$ cat src/rtl/posit_pkg.sv
// Shared types and constants for the posit decoder: FSM states, special-word patterns, decoded flags.
package posit_pkg;

  typedef enum logic [1:0] {
    IDLE,
    SCAN,
    EXTRACT,
    DONE
  } state_t;

  // Widest supported word; narrower decoders slice these patterns.
  localparam int POSIT_MAX_N = 64;
  localparam logic [POSIT_MAX_N-1:0] POSIT_ZERO_MAX = '0;
  localparam logic [POSIT_MAX_N-1:0] POSIT_NAR_MAX  = {1'b1, {(POSIT_MAX_N-1){1'b0}}};

  typedef struct packed {
    logic sign;
    logic zero;
    logic inf;
  } posit_flags_t;

endpackage

$ cat src/rtl/posit_decoder_if.sv
// Handshake and decoded-field bundle between a posit producer/consumer and posit_decoder.
interface posit_decoder_if #(
  parameter int N  = 32,
  parameter int ES = 2,
  parameter int RS = $clog2(N)
);
  logic                   in_valid;
  logic                   in_ready;
  logic [N-1:0]           IN;
  logic                   out_valid;
  logic                   out_ready;
  logic                   LS;
  logic signed [RS:0]     R_O;
  logic [ES-1:0]          E_O;
  logic signed [ES+RS:0]  LE_O;
  logic [N-1:0]           Mant;
  logic                   zero;
  logic                   inf;

  modport master (
    output in_valid, IN, out_ready,
    input  in_ready, out_valid, LS, R_O, E_O, LE_O, Mant, zero, inf
  );

  modport slave (
    input  in_valid, IN, out_ready,
    output in_ready, out_valid, LS, R_O, E_O, LE_O, Mant, zero, inf
  );
endinterface

$ cat src/rtl/regime_lzd.sv
// Leading-run detector: counts how many bits from the MSB down match the MSB.
module regime_lzd #(
  parameter int N  = 32,
  parameter int RS = $clog2(N)
) (
  input  logic [N-2:0]  bits,
  output logic [RS-1:0] run
);
  logic ended;

  always_comb begin
    run   = '0;
    ended = 1'b0;
    for (int i = N - 2; i >= 0; i--) begin
      if (!ended && (bits[i] == bits[N-2])) begin
        run = run + 1'b1;
      end else begin
        ended = 1'b1;
      end
    end
  end
endmodule

$ cat src/rtl/posit_decoder.sv
// Posit word decoder (sign, regime, exponent, mantissa) behind a valid/ready handshake.
// Build option POSIT_DECODER_FAST_EN swaps the bit-serial regime scan for a one-cycle run detector.
module posit_decoder
  import posit_pkg::*;
#(
  parameter int N  = 32,
  parameter int ES = 2,
  parameter int RS = $clog2(N)
) (
  input logic            clk,
  input logic            rst,
  posit_decoder_if.slave bus
);
  localparam logic [N-1:0]       NAR_WORD  = POSIT_NAR_MAX[POSIT_MAX_N-1 -: N];
  localparam logic [N-1:0]       ZERO_WORD = POSIT_ZERO_MAX[N-1:0];
  localparam logic [RS-1:0]      RUN_MAX   = RS'(N - 1);
  localparam logic signed [RS:0] K_ONE     = 1;

  state_t                 state;
  logic [N-2:0]           work;
  logic [N-2:0]           in_mag;
  logic                   r0;
  logic [RS-1:0]          run;
  posit_flags_t           flags;
  logic                   out_valid_q;
  logic signed [RS:0]     r_q;
  logic [ES-1:0]          e_q;
  logic signed [ES+RS:0]  le_q;
  logic [N-1:0]           mant_q;

  logic [N-3:0]           rest;
  logic [N-3:0]           frac;
  logic [ES-1:0]          e_val;
  logic signed [RS:0]     run_s;
  logic signed [RS:0]     k_val;
  logic                   special;

  // Only the low N-1 bits of the two's complement matter; the sign is kept separately.
  always_comb begin
    in_mag  = bus.IN[N-1] ? (~bus.IN[N-2:0] + 1'b1) : bus.IN[N-2:0];
    special = (bus.IN == ZERO_WORD) || (bus.IN == NAR_WORD);
    rest    = work[N-3:0];
    e_val   = rest[N-3 -: ES];
    frac    = rest << ES;
    run_s   = $signed({1'b0, run});
    k_val   = r0 ? (run_s - K_ONE) : -run_s;
  end

`ifdef POSIT_DECODER_FAST_EN
  logic [RS-1:0] lzd_run;

  regime_lzd #(
    .N  (N),
    .RS (RS)
  ) u_lzd (
    .bits (work),
    .run  (lzd_run)
  );
`endif

  always_ff @(posedge clk) begin
    if (rst) begin
      state       <= IDLE;
      out_valid_q <= 1'b0;
      flags       <= '0;
      r_q         <= '0;
      e_q         <= '0;
      le_q        <= '0;
      mant_q      <= '0;
    end else begin
      case (state)
        IDLE: begin
          if (bus.in_valid) begin
            work       <= in_mag;
            r0         <= in_mag[N-2];
            run        <= '0;
            flags.sign <= bus.IN[N-1];
            flags.zero <= (bus.IN == ZERO_WORD);
            flags.inf  <= (bus.IN == NAR_WORD);
            r_q        <= '0;
            e_q        <= '0;
            le_q       <= '0;
            mant_q     <= '0;
            state      <= special ? DONE : SCAN;
          end
        end
        SCAN: begin
`ifdef POSIT_DECODER_FAST_EN
          run   <= lzd_run;
          work  <= work << lzd_run;
          state <= EXTRACT;
`else
          // Top bit is the next regime candidate; stop on a terminator or a full-width run.
          if ((work[N-2] == r0) && (run != RUN_MAX)) begin
            run  <= run + 1'b1;
            work <= work << 1;
          end else begin
            state <= EXTRACT;
          end
`endif
        end
        EXTRACT: begin
          r_q         <= k_val;
          e_q         <= e_val;
          le_q        <= {k_val, e_val};
          mant_q      <= {1'b1, frac, 1'b0};
          out_valid_q <= 1'b1;
          state       <= DONE;
        end
        DONE: begin
          // Zero/NaR arrive here straight from IDLE and raise valid one cycle later.
          if (!out_valid_q) begin
            out_valid_q <= 1'b1;
          end else if (bus.out_ready) begin
            out_valid_q <= 1'b0;
            state       <= IDLE;
          end
        end
        default: state <= IDLE;
      endcase
    end
  end

  assign bus.in_ready  = (state == IDLE);
  assign bus.out_valid = out_valid_q;
  assign bus.LS        = flags.sign;
  assign bus.zero      = flags.zero;
  assign bus.inf       = flags.inf;
  assign bus.R_O       = r_q;
  assign bus.E_O       = e_q;
  assign bus.LE_O      = le_q;
  assign bus.Mant      = mant_q;

endmodule

$ cat src/flat_wrapper.sv
// flat-port wrapper written by rule: the top's interface ports become plain ports
module posit_decoder_flat import posit_pkg::*;
#(
  parameter int N  = 32,
  parameter int ES = 2,
  parameter int RS = $clog2(N)
)
  (clk, rst, bus_in_valid, bus_IN, bus_out_ready, bus_in_ready, bus_out_valid, bus_LS, bus_R_O, bus_E_O, bus_LE_O, bus_Mant, bus_zero, bus_inf);
  posit_decoder_if #(.N(N), .ES(ES), .RS(RS)) bus_i ();
  input logic clk;
  input logic rst;
  input wire logic [$bits(bus_i.in_valid)-1:0] bus_in_valid;
  input wire logic [$bits(bus_i.IN)-1:0] bus_IN;
  input wire logic [$bits(bus_i.out_ready)-1:0] bus_out_ready;
  output wire logic [$bits(bus_i.in_ready)-1:0] bus_in_ready;
  output wire logic [$bits(bus_i.out_valid)-1:0] bus_out_valid;
  output wire logic [$bits(bus_i.LS)-1:0] bus_LS;
  output wire logic [$bits(bus_i.R_O)-1:0] bus_R_O;
  output wire logic [$bits(bus_i.E_O)-1:0] bus_E_O;
  output wire logic [$bits(bus_i.LE_O)-1:0] bus_LE_O;
  output wire logic [$bits(bus_i.Mant)-1:0] bus_Mant;
  output wire logic [$bits(bus_i.zero)-1:0] bus_zero;
  output wire logic [$bits(bus_i.inf)-1:0] bus_inf;
  assign bus_i.in_valid = bus_in_valid;
  assign bus_i.IN = bus_IN;
  assign bus_i.out_ready = bus_out_ready;
  assign bus_in_ready = bus_i.in_ready;
  assign bus_out_valid = bus_i.out_valid;
  assign bus_LS = bus_i.LS;
  assign bus_R_O = bus_i.R_O;
  assign bus_E_O = bus_i.E_O;
  assign bus_LE_O = bus_i.LE_O;
  assign bus_Mant = bus_i.Mant;
  assign bus_zero = bus_i.zero;
  assign bus_inf = bus_i.inf;
  posit_decoder #(.N(N), .ES(ES), .RS(RS)) u_core (.clk(clk), .rst(rst), .bus(bus_i));
endmodule
$ cat config.mk
export PLATFORM = sky130hd
export DESIGN_NAME = posit_decoder_flat
export DESIGN_NICKNAME = d
export VERILOG_FILES = /design/src/rtl/posit_pkg.sv /design/src/rtl/posit_decoder_if.sv /design/src/rtl/regime_lzd.sv /design/src/rtl/posit_decoder.sv /design/src/flat_wrapper.sv
export SDC_FILE = /design/constraint.sdc
export NUM_CORES = 1
export LEC_CHECK = 0
export ABC_CLOCK_PERIOD_IN_PS = 5000
export CELL_PAD_IN_SITES_DETAIL_PLACEMENT = 1
export CELL_PAD_IN_SITES_GLOBAL_PLACEMENT = 2
export CORE_MARGIN = 2
export CORE_UTILIZATION = 32
export DETAILED_ROUTE_END_ITERATION = 16
export PLACE_DENSITY_LB_ADDON = 0.1
export REMOVE_ABC_BUFFERS = 1
export SLEW_MARGIN = 20
export SYNTH_ARGS = -nofsm -noshare
export SYNTH_HDL_FRONTEND = slang
export SYNTH_HIERARCHICAL = 1
export SYNTH_SLANG_ARGS = --single-unit
$ cat constraint.sdc
create_clock -name clk -period 5 [get_ports clk]
set_input_delay 0.5 -clock clk [delete_from_list [all_inputs] [get_ports clk]]
set_output_delay 0.5 -clock clk [all_outputs]
set_load 0.1 [all_outputs]
==> run_results.csv <==
group,metric,value,unit
outcome,outcome,"completed",
timing,whs,0.460,ns
clock_network,clock_latency,0.34,ns
synth,ys_seq_area_frac,0.450,
drt,dr.first_iter.drc_count,182,
timing,setup_ws,2.14,ns
clock_network,holdBufCountCts,0,
synth,synth_ff_type,"dfxtp_1",
final_layout,nets,569,
final_layout,layout-drive-gt1-share,0.0852,
drt,vias,3809,
drt,wl,12700,µm
placed_design,dpl-instance-area,5330,µm²
die,rows,42,
synth,ys_seq_elements,80,
synth,synthDistinctLibCells,61,
setup_path,start_kind,"flip-flop",
timing,fin_skew,0.00541,ns
setup_path,critPathKind,"flip-flop to primary output",
placed_design,pre_cts_slack,1.85,ns
clock_network,cts_num_sinks,80,
pwr,power_density,401,nW/µm²
synth,synthArstFlopShare,0,
clock_network,postCtsSetupRepairBufs,0,
die,dieArea,14600,µm²
synth,post-synth-top-count-cell,"nor2_1",
global_routing,grt_max_degree,57,
global_routing,grt_pass1_wl,21000,µm
clock_network,htreeDepth,3,
timing,slew_violations,0,
die,start_util,0.330,
synth,ys_top_cells_by_area,"edfxtp_1, dfxtp_1, a22oi_1",
synth,yosys_warnings,6,
synth,synth_edf_count,37,
drt,drc,0,
setup_path,worstPathArrival,2.36,ns
final_layout,final_core_util,0.424,
timing,fin_crit,2.86,ns
global_routing,grt_usage,0.184,
setup_path,critPathCaptureType,"primary output",
die,die_w,121,µm
clock_network,cts_tree,"built",
setup_path,cp_max_fo,7,
worst_hold_path,min_path_type,"flip-flop to flip-flop",
clock_network,path_clk_slew,0.06,ns
job,maxCapViolCount,0,
timing,setup_violations,0,
pwr,ir_drop,0.182,mV
timing,period_share,0.571,
synth,synth_top_area_frac,0.253,
timing,worst_slew_pin_slew,1.01,ns
clock_network,cts_resized,0,
synth,syn_inst,459,
synth,yosysTopAreaCell,"edfxtp_1",
die,fp.dieH,121,µm
final_layout,synthToLayoutAreaGrowth,28.6,%
synth,synth.avg_cell_area,9.55,µm²
final_layout,n_antenna_cell,0,
placed_design,port_buffers,85,
synth,synth_commonest_cells,"nor2_1, dfxtp_1, a22oi_1, edfxtp_1, clkbuf_1",
drt,routedWlPerCell,18.1,µm
pwr,leakage,1.87,nW
final_layout,final_cell_area,5640,µm²
clock_network,cts-root-buf,"clkbuf_16",
placed_design,hpwl,8500,µm
global_routing,first_global_vias,3936,
pwr,fin_total_pwr,2.26,mW
global_routing,overflow,0,
die,num_io_pins,89,
timing,finalHoldViolCount,0,
die,core_area,13300,µm²
clock_network,cts_buffers,9,
clock_network,clockBufferDepth,2,
timing,relSlewSlack,0.327,
drt,antenna_left,0,
drt,firstDrtPassIters,5,
placed_design,place_congestion,0.809,
synth,netlist_area,4380,µm²
timing,rsz0062_at_grt,"false",
setup_path,cp.required,4.50,ns
drt,viasPerCell,5.41,
global_routing,antenna_found_initial,0,
timing,max_clock_freq,350,MHz
## layout by cell type (no fill, tap or decap), types with 4 or more instances in the layout
cell type / count
nor2b_1: 6
nor4_1: 9
edfxtp_1: 37
nand2_1: 20
xor2_1: 10
or3_1: 4
or4_1: 4
nand2b_1: 7
nor3_1: 9
buf_4: 8
dfxtp_1: 43
nand4b_1: 4
nand4_1: 5
clkbuf_16: 10
o21ai_0: 16
nand3_1: 15
nor2_1: 59
xnor2_1: 15
nor3b_1: 13
ha_1: 9
a22oi_1: 37
a21oi_1: 14
o31ai_1: 7
and2_1: 5
clkdlybuf4s50_1: 84
mux2_2: 4
inv_1: 8
## metrics by stage
stage          instances  TNS (ns)
2_1_floorplan        419     -4.91
3_3_place_gp         688         0
3_5_place_dp         688         0
4_1_cts              704         0
5_1_grt              704         0
6_report             704         0
## power breakdown
part           leakage, nW  internal [mW]  total, mW  switching, mW
sequential           0.693          0.814      0.876         0.0620
clock                0.148          0.418      0.690          0.273
combinational         1.03          0.231      0.696          0.464
## logic make-up (layout without fill, tap and decap cells)
| family | after synthesis | count (layout) | synth area share |
|---|---|---|---|
| compound gates | 104 | 104 | 0.172 |
| buf+inv | 51 | 118 | 0.0577 |
| mux | 7 | 7 | 0.0171 |
| simple gates | 181 | 181 | 0.224 |
| xor+xnor | 25 | 25 | 0.0500 |
| other cells | 1 | 3 | 0.000856 |
| fa+ha+maj | 10 | 10 | 0.0285 |
| flops | 80 | 80 | 0.450 |
## state kept, by name (all words and copies together) (netlist names)
signal,flops
u_core/bus.E_O,1
u_core/bus.LE_O,1
u_core/bus.LS,1
u_core/bus.Mant,29
u_core/bus.R_O,6
u_core/bus.inf,1
u_core/bus.out_valid,1
u_core/bus.zero,1
u_core/r0,1
u_core/run,5
u_core/state,2
u_core/work,31
## per-layer routing
metal  wire length [µm]  share of wire  track usage
met3                465          0.037       0.0343
met4                236          0.019       0.0770
met2               6250           0.49        0.309
met1               5750           0.45        0.232
met5                  0              0            0
## worst paths after layout
check,startpoint,depth (start not counted),slack (ns),to
max,u_core/state[0],3,2.14,bus_in_ready
min,u_core/bus.LS,2,0.46,u_core/bus.LS
max reg2reg,u_core/state[1],6,2.26,u_core/work[28]
min reg2reg,u_core/bus.LS,2,0.46,u_core/bus.LS
## critical path, stage by stage (launching register included)
cell	delay, ns
dfxtp_1	0.34
inv_1	0.13
ha_1	0.35
clkdlybuf4s50_1	1.19
## layout make-up
type	instances	area [µm²]
clock buffers	12	258
well taps	176	220
repair buffers	93	906
multi-input cells	330	2190
flip-flops and latches	80	1970
inverters	9	33.8
clock inverters	4	51.3
fillers	1523	7660
Note: power is estimated with default switching activity, not from simulation.
